$ cat config.mk
export PLATFORM = sky130hd
export DESIGN_NAME = uart_rx_cfg
export DESIGN_NICKNAME = d
export VERILOG_FILES = /design/src/rtl/uart_rx_cfg.sv
export SDC_FILE = /design/constraint.sdc
export NUM_CORES = 1
export LEC_CHECK = 0
export ABC_AREA = 1
export BUFFER_PORTS_ARGS = -buffer_cell sky130_fd_sc_hd__buf_2
export CORE_MARGIN = 2
export CORE_UTILIZATION = 59
export DETAILED_ROUTE_END_ITERATION = 10
export PLACE_DENSITY = 0.8
export SYNTH_ARGS = -nofsm -noshare
export SYNTH_HDL_FRONTEND = slang
export SYNTH_SLANG_ARGS = --single-unit
$ cat constraint.sdc
create_clock -name uart_clock -period 2.3 [get_ports uart_clock]
set_clock_uncertainty 0.15 [all_clocks]
set_input_delay 0.345 -clock uart_clock [delete_from_list [all_inputs] [get_ports uart_clock]]
set_output_delay 0.345 -clock uart_clock [all_outputs]
set_load 0.02 [all_outputs]
$ cat src/rtl/uart_rx_cfg.sv
// Configurable UART receiver: 5..9 data bits, optional even/odd parity, 1 or 2 stop bits,
// 3-sample majority voting, error/break reporting and a ready/valid output handshake.
module uart_rx_cfg #(
  parameter int CLKS_PER_BIT = 108,
  parameter int DATA_BITS    = 8,
  parameter int PARITY       = 0,
  parameter int STOP_BITS    = 1
) (
  input  logic                 uart_clock,
  input  logic                 uart_reset,
  input  logic                 uart_d_in,
  output logic [DATA_BITS-1:0] uart_d_out,
  output logic                 uart_valid,
  input  logic                 uart_ready,
  output logic                 uart_frame_err,
  output logic                 uart_parity_err,
  output logic                 uart_overrun,
  output logic                 uart_break,
  output logic                 uart_busy
);

  localparam int CW = $clog2(CLKS_PER_BIT);
  localparam int BW = $clog2(DATA_BITS);
  localparam logic [CW-1:0] C_LAST = CW'(CLKS_PER_BIT - 1);
  localparam logic [CW-1:0] C_MID  = CW'(CLKS_PER_BIT / 2);
  localparam logic [CW-1:0] C_MM1  = CW'(CLKS_PER_BIT / 2 - 1);
  localparam logic [CW-1:0] C_MP1  = CW'(CLKS_PER_BIT / 2 + 1);
  localparam logic [BW-1:0] B_LAST = BW'(DATA_BITS - 1);
  localparam logic          PAR_EN    = (PARITY != 0);
  localparam logic          PAR_ODD   = (PARITY == 2);
  localparam logic          STOP_LAST = (STOP_BITS == 2);

  typedef enum logic [2:0] {
    S_IDLE, S_START, S_DATA, S_PARITY, S_STOP, S_DONE, S_WAIT_IDLE
  } state_t;

  state_t               state_reg;
  logic [1:0]           sync_reg;
  logic [CW-1:0]        cnt_reg;
  logic [BW-1:0]        bit_idx_reg;
  logic                 stop_idx_reg;
  logic [DATA_BITS-1:0] shift_reg;
  logic                 s0_reg, s1_reg;
  logic                 fe_reg, pe_reg, zero_reg;

  logic rx_s, maj, at_mp1, end_bit, par_exp;

  assign rx_s    = sync_reg[1];
  assign maj     = (s0_reg & s1_reg) | (s0_reg & rx_s) | (s1_reg & rx_s);
  assign at_mp1  = (cnt_reg == C_MP1);
  assign end_bit = (cnt_reg == C_LAST);
  assign par_exp = (^shift_reg) ^ PAR_ODD;
  assign uart_busy = (state_reg != S_IDLE);

  always_ff @(posedge uart_clock or posedge uart_reset) begin
    if (uart_reset) begin
      state_reg       <= S_IDLE;
      sync_reg        <= 2'b11;
      cnt_reg         <= '0;
      bit_idx_reg     <= '0;
      stop_idx_reg    <= 1'b0;
      shift_reg       <= '0;
      s0_reg          <= 1'b1;
      s1_reg          <= 1'b1;
      fe_reg          <= 1'b0;
      pe_reg          <= 1'b0;
      zero_reg        <= 1'b0;
      uart_d_out      <= '0;
      uart_valid      <= 1'b0;
      uart_frame_err  <= 1'b0;
      uart_parity_err <= 1'b0;
      uart_overrun    <= 1'b0;
      uart_break      <= 1'b0;
    end else begin
      sync_reg     <= {sync_reg[0], uart_d_in};
      uart_overrun <= 1'b0;
      uart_break   <= 1'b0;
      if (uart_valid && uart_ready) uart_valid <= 1'b0;
      if (cnt_reg == C_MM1) s0_reg <= rx_s;
      if (cnt_reg == C_MID) s1_reg <= rx_s;

      case (state_reg)
        S_IDLE: begin
          cnt_reg <= '0;
          if (!rx_s) begin
            state_reg    <= S_START;
            bit_idx_reg  <= '0;
            stop_idx_reg <= 1'b0;
            fe_reg       <= 1'b0;
            pe_reg       <= 1'b0;
            zero_reg     <= 1'b1;
          end
        end
        S_START: begin
          cnt_reg <= end_bit ? '0 : cnt_reg + 1'b1;
          if (at_mp1 && maj) begin
            state_reg <= S_IDLE;
            cnt_reg   <= '0;
          end else if (end_bit) begin
            state_reg <= S_DATA;
          end
        end
        S_DATA: begin
          cnt_reg <= end_bit ? '0 : cnt_reg + 1'b1;
          if (at_mp1) begin
            shift_reg <= {maj, shift_reg[DATA_BITS-1:1]};
            zero_reg  <= zero_reg & ~maj;
          end
          if (end_bit) begin
            if (bit_idx_reg == B_LAST) state_reg <= PAR_EN ? S_PARITY : S_STOP;
            else bit_idx_reg <= bit_idx_reg + 1'b1;
          end
        end
        S_PARITY: begin
          cnt_reg <= end_bit ? '0 : cnt_reg + 1'b1;
          if (at_mp1) begin
            pe_reg   <= (maj != par_exp);
            zero_reg <= zero_reg & ~maj;
          end
          if (end_bit) state_reg <= S_STOP;
        end
        S_STOP: begin
          cnt_reg <= end_bit ? '0 : cnt_reg + 1'b1;
          if (at_mp1) begin
            if (!maj) fe_reg <= 1'b1;
            if (!stop_idx_reg) zero_reg <= zero_reg & ~maj;
            // Leave mid-bit so a start bit right after the stop bit is not missed.
            if (stop_idx_reg == STOP_LAST) begin
              state_reg <= S_DONE;
              cnt_reg   <= '0;
            end
          end
          if (end_bit) stop_idx_reg <= 1'b1;
        end
        S_DONE: begin
          cnt_reg <= '0;
          if (zero_reg) begin
            uart_break <= 1'b1;
            state_reg  <= S_WAIT_IDLE;
          end else begin
            if (!uart_valid || uart_ready) begin
              uart_d_out      <= shift_reg;
              uart_frame_err  <= fe_reg;
              uart_parity_err <= pe_reg;
              uart_valid      <= 1'b1;
            end else begin
              uart_overrun <= 1'b1;
            end
            state_reg <= fe_reg ? S_WAIT_IDLE : S_IDLE;
          end
        end
        S_WAIT_IDLE: begin
          // Re-synchronise: require a full bit time of continuous idle line.
          if (!rx_s) cnt_reg <= '0;
          else if (end_bit) begin
            cnt_reg   <= '0;
            state_reg <= S_IDLE;
          end else cnt_reg <= cnt_reg + 1'b1;
        end
        default: state_reg <= S_IDLE;
      endcase
    end
  end

endmodule

==> impl_metrics.py <==
metrics = {
    "sta": {
        "drv_slew": 0,
        "max_slew_margin": 0.651,
        "finalSetupViolCount": 0,
        "rsz0062_at_grt": "no",
        "worst_pin_slew_ns": 0.523,
        "hold_violations": 0,
        "setup_tns_ns": 0,
        "timing.final.crit_share": 0.860,
        "period_minus_slack_ns": 1.98,
        "fmax_ghz": 0.505,
        "fin_ws_ns": 0.321,
    },
    "setup_path": {
        "worst_setup_path_end_kind": "output port",
        "rr_endpoint": "state_reg[0]",
        "crit_type": "reg -> out",
        "crit_fanout": 8,
        "endpoint": "uart_busy",
        "worst_ep_arrival_time_ns": 1.48,
        "regToRegSetupSlack_ns": 0.38,
        "r2r-start": "cnt_reg[1]",
        "crit_required_ns": 1.80,
        "reg2reg_depth": 9,
        "start_kind": "register",
        "setup.worst_path.start": "state_reg[0]",
    },
    "synth": {
        "syn-num-nets": 312,
        "synth-seq-cells": 42,
        "ys.flop_type": "dfrtp_1",
        "yosysTopAreaCell": "dfrtp_1",
        "ys_warn_count": 0,
        "syn-cell-area_mm2": 0.00234,
        "synthTopCellsByArea": "dfrtp_1 (41%), nand2_1 (14%), inv_1 (5.6%)",
        "ys_types": 31,
        "synth-async-reset-ratio": 1.00,
        "syn_inst": 303,
        "seq_area_frac_synth": 0.451,
        "yosysTopAreaCellShare": 0.406,
        "synth_edf_count": 0,
        "postSynthAreaPerCell_um2": 7.73,
    },
    "floorplan": {
        "die_h_um": 67.0,
        "dieArea_mm2": 0.00449,
        "ios": 18,
        "initial_core_util": 0.626,
        "rows": 22,
        "coreArea_mm2": 0.00374,
        "chipWidth_um": 67.0,
    },
    "power_and_ir_drop": {
        "p_leak_nw": 1.26,
        "fin_total_pwr_mw": 1.34,
        "power.density_mw_per_mm2": 521,
        "peakVddDrop_uv": 426,
    },
    "cts": {
        "clkSinkCount": 42,
        "clkLatencyLatePin_ns": 0.30,
        "numCtsBuffers": 5,
        "cts_buffer_depth": 2,
        "cts-htree-levels": 2,
        "clk_pin_slew_ns": 0.08,
        "cts_tree": "yes",
        "clockRootBuffer": "clkbuf_8",
    },
    "hold_path": {
        "min_path_type": "in -> async",
    },
    "route": {
        "wirelength_mm": 4.49,
        "dr.pass1.iters": 4,
        "drc": 0,
        "num_vias": 1946,
        "wl_per_cell_um": 12.0,
        "drt_iter0_markers": 132,
        "viasPerCell": 5.22,
        "ant_nets": 0,
    },
    "placement": {
        "dp_slack_ns": 0.444,
        "numPortBuffers": 17,
        "dp.final_hpwl_mm": 3.20,
        "place.gp.congestion": 0.995,
    },
    "finish": {
        "mostFrequentLayoutCell": "nand2_1",
        "area_growth_pct": 9.66,
        "num_antenna_cells": 0,
        "drive_gt1_frac": 0.178,
        "fin_nets": 333,
        "n_fill_cell": 312,
        "multi_input_area_mm2": 0.00109,
        "register_area_mm2": 0.00106,
        "layout_common_cells": "nand2_1 (88), dfrtp_1 (38), inv_1 (35)",
    },
    "status": {
        "status": "finished clean",
    },
    "global_route": {
        "antenna_found_initial": 0,
        "grt_use_total": 0.234,
        "globalRouteOverflowTotal": 0,
        "grt_pass1_vias": 1858,
        "grt_max_degree": 43,
        "grt_pass1_wl_mm": 7.84,
    },
    "job": {
        "max-cap-violations": 0,
    },
}
synthesized netlist by cell type (all sizes together) (2+ instances only):
cell and number:
a21oi 18, buf 6, dfrtp 38, dfstp 4, ha 5, inv 38, nand2 93, nand3 29
nand3b 2, nand4 2, nor2 37, nor3 3, o21ai 19, xor2 2
per-layer routing:
metal  vias to the layer above  GRT usage  share of wire
li1                       1009          -              -
met2                        47      0.387           0.46
met4                         0     0.0944          0.016
met5                         -          0              0
met1                       882      0.292           0.48
met3                         8     0.0574          0.045
per-stage QoR:
stage	util	hold slack (ns)	instances	area, um^2
floorplan	-	0.195	303	2340
global placement	0.654	0.197	364	2450
CTS	0.686	0.0245	373	2570
finish	0.686	0.0136	373	2570
detailed placement	0.654	0.199	364	2450
global route	0.686	0.0714	373	2570
cell families after synthesis:
kind of cell	count (synthesis)	share of synthesized area
simple gates	167	0.325
buf+inv	44	0.0838
compound gates	42	0.103
flops	42	0.451
fa+ha+maj	5	0.0267
xor+xnor	3	0.0112
worst max-delay path, cell delays in order, from the launching register on:
cell	delay [ns]
dfrtp_1	0.50
nor2_4	0.19
inv_1	0.08
nor2_2	0.15
inv_1	0.09
buf_2	0.17
how the worst min path moves through the flow:
stage | start | end | slack, ns | depth (start not counted)
after floorplan | sync_reg[0] | sync_reg[1] | 0.20 | 0
after global placement | sync_reg[0] | sync_reg[1] | 0.20 | 0
after detailed placement | sync_reg[0] | sync_reg[1] | 0.20 | 0
after CTS | uart_reset | cnt_reg[2] | 0.02 | 3
after global routing | uart_reset | cnt_reg[2] | 0.07 | 3
final | uart_reset | stop_idx_reg | 0.01 | 3
where the power goes:
group	switching [mW]	total (mW)	internal, mW	leakage [nW]
Clock	0.252	0.576	0.324	0.0514
Combinational	0.0168	0.0214	0.00457	0.706
Sequential	0.00205	0.743	0.741	0.505
Total	0.271	1.34	1.07	1.26
area by class of cell:
cell class	count	area share
Clock buffer	6	0.0282
Timing Repair Buffer	20	0.0428
Clock inverter	2	0.0146
Inverter	38	0.0555
Sequential cell	42	0.411
Tap cell	48	0.0234
Multi-Input combinational cell	217	0.425
what timing repair did:
| item | in CTS | in global routing |
|---|---|---|
| hold endpoints to repair | 1 | 0 |
| buffers inserted | 0 | 0 |
| hold buffers | 1 | 0 |
| resized for setup | 0 | 0 |
No activity file was read; power rests on OpenSTA's default activity.
